[src/rtl/alu_muldiv.sv]
// Sequential multiply/divide unit: one radix-2 step per clock, result returned as two beats.
// Multiply gives the low then high product word; divide gives the quotient then the remainder.
module alu_muldiv #(
  parameter int DATA_WL = 16
) (
  input  logic               clk,
  input  logic               reset,
  input  logic               ld,
  input  logic               op,
  input  logic               signd,
  input  logic [DATA_WL-1:0] a_in,
  input  logic [DATA_WL-1:0] b_in,
  output logic               busy,
  output logic [DATA_WL-1:0] p_out,
  output logic               valid,
  output logic               hi,
  output logic               z_flag,
  output logic               s_flag,
  output logic               dz_flag
);
  localparam int W      = DATA_WL;
  localparam int CNT_WL = $clog2(DATA_WL) + 1;

  typedef enum logic [1:0] {IDLE, CALC, OUT_LO, OUT_HI} state_t;

  state_t            state_q, state_d;
  logic [CNT_WL-1:0] cnt_q, cnt_d;
  logic              op_q, op_d;
  logic              qneg_q, qneg_d;
  logic              rneg_q, rneg_d;
  logic [2*W:0]      acc_q, acc_d;
  logic [W-1:0]      b_q, b_d;
  logic [W-1:0]      araw_q, araw_d;
  logic [W-1:0]      phi_q, phi_d;
  logic [W-1:0]      pout_q, pout_d;
  logic              valid_q, valid_d;
  logic              hi_q, hi_d;
  logic              z_q, z_d;
  logic              s_q, s_d;
  logic              dz_q, dz_d;

  logic [W:0]        mul_sum;
  logic [W:0]        div_r;
  logic [W:0]        div_diff;
  logic              div_ge;
  logic [W-1:0]      div_rem;
  logic [W-1:0]      a_mag;
  logic [W-1:0]      b_mag;
  logic [2*W:0]      step;
  logic [2*W-1:0]    prod_s;
  logic [W-1:0]      quo_s;
  logic [W-1:0]      rem_s;

  // One iteration of shift-add (multiply) or restoring shift-subtract (divide), plus sign fix-up.
  always_comb begin
    a_mag    = (signd && a_in[W-1]) ? -a_in : a_in;
    b_mag    = (signd && b_in[W-1]) ? -b_in : b_in;
    mul_sum  = acc_q[2*W:W] + (acc_q[0] ? {1'b0, b_q} : '0);
    div_r    = {acc_q[2*W-1:W], acc_q[W-1]};
    div_diff = div_r - {1'b0, b_q};
    div_ge   = ~div_diff[W];
    div_rem  = div_ge ? div_diff[W-1:0] : div_r[W-1:0];
    if (op_q) begin
      step = {1'b0, div_rem, acc_q[W-2:0], div_ge};
    end else begin
      step = {1'b0, mul_sum, acc_q[W-1:1]};
    end
    prod_s = qneg_q ? -step[2*W-1:0] : step[2*W-1:0];
    quo_s  = qneg_q ? -step[W-1:0] : step[W-1:0];
    rem_s  = rneg_q ? -step[2*W-1:W] : step[2*W-1:W];
  end

  always_comb begin
    state_d = state_q;
    cnt_d   = cnt_q;
    op_d    = op_q;
    qneg_d  = qneg_q;
    rneg_d  = rneg_q;
    acc_d   = acc_q;
    b_d     = b_q;
    araw_d  = araw_q;
    phi_d   = phi_q;
    pout_d  = pout_q;
    valid_d = valid_q;
    hi_d    = hi_q;
    z_d     = z_q;
    s_d     = s_q;
    dz_d    = dz_q;
    case (state_q)
      IDLE: begin
        if (ld) begin
          state_d = CALC;
          cnt_d   = '0;
          op_d    = op;
          qneg_d  = signd & (a_in[W-1] ^ b_in[W-1]);
          rneg_d  = signd & a_in[W-1];
          acc_d   = {{(W+1){1'b0}}, a_mag};
          b_d     = b_mag;
          araw_d  = a_in;
        end
      end
      CALC: begin
        acc_d = step;
        cnt_d = cnt_q + CNT_WL'(1);
        if (cnt_q == CNT_WL'(DATA_WL - 1)) begin
          state_d = OUT_LO;
          valid_d = 1'b1;
          hi_d    = 1'b0;
          dz_d    = 1'b0;
          if (!op_q) begin
            pout_d = prod_s[W-1:0];
            phi_d  = prod_s[2*W-1:W];
            z_d    = (step[2*W-1:0] == '0);
            s_d    = qneg_q && (step[2*W-1:0] != '0);
          end else if (b_q == '0) begin
            // Divide by zero still runs the full latency; the dividend is echoed unmodified.
            pout_d = '1;
            phi_d  = araw_q;
            z_d    = 1'b0;
            s_d    = 1'b0;
            dz_d   = 1'b1;
          end else begin
            pout_d = quo_s;
            phi_d  = rem_s;
            z_d    = (step[W-1:0] == '0);
            s_d    = qneg_q && (step[W-1:0] != '0);
          end
        end
      end
      OUT_LO: begin
        state_d = OUT_HI;
        pout_d  = phi_q;
        hi_d    = 1'b1;
      end
      OUT_HI: begin
        state_d = IDLE;
        pout_d  = '0;
        valid_d = 1'b0;
        hi_d    = 1'b0;
        z_d     = 1'b0;
        s_d     = 1'b0;
        dz_d    = 1'b0;
      end
      default: state_d = IDLE;
    endcase
  end

  always_ff @(posedge clk) begin
    if (reset) begin
      state_q <= IDLE;
      cnt_q   <= '0;
      op_q    <= 1'b0;
      qneg_q  <= 1'b0;
      rneg_q  <= 1'b0;
      acc_q   <= '0;
      b_q     <= '0;
      araw_q  <= '0;
      phi_q   <= '0;
      pout_q  <= '0;
      valid_q <= 1'b0;
      hi_q    <= 1'b0;
      z_q     <= 1'b0;
      s_q     <= 1'b0;
      dz_q    <= 1'b0;
    end else begin
      state_q <= state_d;
      cnt_q   <= cnt_d;
      op_q    <= op_d;
      qneg_q  <= qneg_d;
      rneg_q  <= rneg_d;
      acc_q   <= acc_d;
      b_q     <= b_d;
      araw_q  <= araw_d;
      phi_q   <= phi_d;
      pout_q  <= pout_d;
      valid_q <= valid_d;
      hi_q    <= hi_d;
      z_q     <= z_d;
      s_q     <= s_d;
      dz_q    <= dz_d;
    end
  end

  assign busy    = (state_q != IDLE);
  assign p_out   = pout_q;
  assign valid   = valid_q;
  assign hi      = hi_q;
  assign z_flag  = z_q;
  assign s_flag  = s_q;
  assign dz_flag = dz_q;

endmodule

[config.mk]
export PLATFORM = sky130hd
export DESIGN_NAME = alu_muldiv
export DESIGN_NICKNAME = d
export VERILOG_FILES = /design/src/rtl/alu_muldiv.sv
export SDC_FILE = /design/constraint.sdc
export NUM_CORES = 1
export LEC_CHECK = 0
export CAP_MARGIN = 30
export CORE_ASPECT_RATIO = 1.4
export CORE_UTILIZATION = 45
export DETAILED_ROUTE_END_ITERATION = 6
export GPL_TIMING_DRIVEN = 0
export PLACE_DENSITY = 0.73
export RECOVER_POWER = 25
export SETUP_SLACK_MARGIN = 0.02
export SLEW_MARGIN = 20
export SYNTH_ARGS = -nofsm -noshare
export SYNTH_HDL_FRONTEND = slang
export SYNTH_SLANG_ARGS = --single-unit
[constraint.sdc]
create_clock -name clk -period 10.1 [get_ports clk]
set_input_delay 2.02 -clock clk [delete_from_list [all_inputs] [get_ports clk]]
set_output_delay 2.02 -clock clk [all_outputs]
set_load 0.01 [all_outputs]
==> impl_metrics.toml <==
[clocking]
clk_path_buf_depth = 2
htreeDepth = 3
cts_sinks = 111
cts_resized = 0
clk_latency_ns = 0.36
clk_pin_slew_ns = 0.08
cts_buffers = 9
cts_tree = "yes"
post-cts-setup-buffer-count = 0
hold_buffers = 0
root_buffer = "clkbuf_16"

[placement]
place_inst = 1503
gp_congestion = 1.01
dp_slack_ns = 3.85
numPortBuffers = 58
dp.final_hpwl_um = 24500

[flow_run]
cap_violations = 0

[floorplanning]
io_pins = 59
core_area_sq_mm = 0.0188
die_w_um = 120
rows = 59
start_util_pct = 46.5
die_h_um = 167
die-area_sq_mm = 0.0200

[timing]
hold_viol = 0
finalCriticalPeriod_ns = 6.58
fin_skew_ns = 0.00821
setup_viol = 0
max_slew_margin_pct = 40.7
fmax_ghz = 0.152
worstMarginPinSlew_ns = 0.878
tns_ns = 0
fin_crit_sh_pct = 65.2
fin_ws_ns = 3.52
finalHoldWorstSlack_ns = 0.453
finalMaxSlewViolations = 0
rsz0062_at_grt = "false"

[worst_setup_path]
cp_data_required_time_ns = 10.31
path_cells = "clkbuf_1 -> clkbuf_1 -> buf_1 -> clkbuf_1 -> buf_2 -> buf_2 -> buf_1 -> mux2i_1 -> ha_1 -> nand3_1 -> or2_2 -> or2_2 -> clkbuf_1 -> o21ai_0 -> o21ai_0 -> o32a_1 -> mux2i_1 -> nor4_1"
r2r_setup_slack_ns = 3.52
worstSetupStartpointType = "flop"
worstPathMaxFanout = 10
critPathMaxStageDelay_ns = 0.60
path_class = "flop to flop"
path_buf_inv = 8
end_kind = "flop"
cp_slowest_cell = "buf_1"
rr_startpoint = "op_q"
crit_top_cell = "clkbuf_1"
startpoint = "op_q"
critical_path.top_delay_family = "buffers and inverters"
arrival_ns = 6.79

[power]
power_density_mw_per_mm2 = 240
ir_drop_uv = 157
p_leak_uw = 0.00373

[final_layout]
final_util_pct = 52.9
syn_to_final_growth_pct = 13.7
final_nets = 1351
drive_gt1_share_pct = 3.45
antenna_cells = 0
final_cell_count_no_fill = 1519

[synth]
synth_area_sq_mm = 0.00872
synth_top_area_share_pct = 25.5
synth_most_common_cell = "nand2_1"
synth-main-ff-cell = "dfxtp_1"
synth.largest_area_cell = "dfxtp_1"
synth.area.top_cells = "dfxtp_1, nand2_1, ha_1"
async_flop_share_pct = 0
synth_commonest_cells = "nand2_1, nor2_1, dfxtp_1"
synth_cells = 1201
avgSynthCellArea_sq_um = 7.26
yosysSeqAreaShare_pct = 25.5
synth-seq-cells = 111
ys_warn_count = 0
synth_nets = 1282
synth_cell_type_count = 73
synth-edff-count = 0

[route]
first_pass_iters = 6
num_vias = 9379
drc = 0
wl_per_cell_um = 20.5
ant_nets = 0
first_iter_violations = 783
vias_per_cell = 6.17
drt_wl_total_um = 31100

[global_routing]
grt.overflow.total = 0
grt_max_degree = 19
grt_pass1_vias = 8930
grt_use_total_pct = 31.3
antenna_found_initial = 0
grt_pass1_wl_um = 48200

[worst_hold_path]
min_from = "hi"
hold_path_class = "flop to flop"

[run_status]
outcome = "completed"
## layout by cell type (no fill, tap or decap), types with 12 or more instances in the layout
cell / Yosys / routed
nand3_1: 27 / 27
nor2_1: 129 / 129
o31ai_1: 16 / 16
clkdlybuf4s50_1: 0 / 35
nand2_1: 162 / 162
dfxtp_1: 111 / 111
nor4_1: 15 / 15
xnor2_1: 39 / 39
mux2i_1: 24 / 24
ha_1: 42 / 42
nor3_1: 26 / 26
dlygate4sd3_1: 0 / 23
a21oi_1: 103 / 103
o211ai_1: 21 / 21
inv_1: 43 / 43
clkbuf_1: 60 / 61
and2_1: 30 / 29
xor2_1: 41 / 41
a211oi_1: 22 / 22
a31oi_1: 20 / 20
o21ai_0: 72 / 72
a22oi_1: 22 / 22
a21o_1: 12 / 12
## routing by layer
layer	GRT usage (%)	vias up	wire, um
li1	-	4447	-
met1	34.9	4373	11800
met2	52.7	415	14800
met3	2.95	144	1610
met4	27.3	0	2950
met5	0	-	0
## worst min-delay path, stage by stage (launching register included)
cell and delay [ns]:
dfxtp_1 0.31, nand2_1 0.05, a21oi_1 0.05
## power breakdown
group          switching, uW  leakage [uW]  internal, uW  total, uW
Clock                    177      0.000152           208        385
Sequential               106      0.000905           520        626
Combinational            893       0.00268           480       1370
## cell families after synthesis
family | count (synthesis) | share of synthesized area [%]
flops | 111 | 25.5
simple gates | 462 | 24.5
xor+xnor | 82 | 8.41
mux | 29 | 3.40
fa+ha+maj | 44 | 6.48
buf+inv | 115 | 5.12
compound gates | 358 | 26.6
## through the flow
step | power [uW] | area (sq um)
4_1_cts | 2360 | 9930
5_1_grt | 2520 | 9920
3_5_place_dp | 1980 | 9610
2_1_floorplan | 1540 | 8720
6_report | 2380 | 9920
3_3_place_gp | 1970 | 9610
## registers in the layout, indices dropped and copies added (netlist names)
name     flops
phi_q       16
p_out       16
z_flag       1
s_flag       1
hi           1
valid        1
araw_q      16
b_q         16
op_q         1
cnt_q        5
qneg_q       1
rneg_q       1
acc_q       32
dz_flag      1
state_q      2
## area by class of cell
| class | instances | area [sq um] |
|---|---|---|
| plain buffers | 72 | 278 |
| clock buffers | 11 | 253 |
| clock inverters | 5 | 63.8 |
| fillers | 1896 | 8830 |
| inverters | 43 | 161 |
| multi-input cells | 975 | 6050 |
| flip-flops and latches | 111 | 2220 |
| well taps | 244 | 305 |
| repair buffers | 58 | 581 |
## worst paths after layout
| kind | endpoint | cells after the start |
|---|---|---|
| setup reg to reg | phi_q[8] | 18 |
| hold / removal | hi | 2 |
| hold reg to reg | hi | 2 |
| setup / recovery | phi_q[8] | 18 |
No activity file was read; power rests on OpenSTA's default activity.
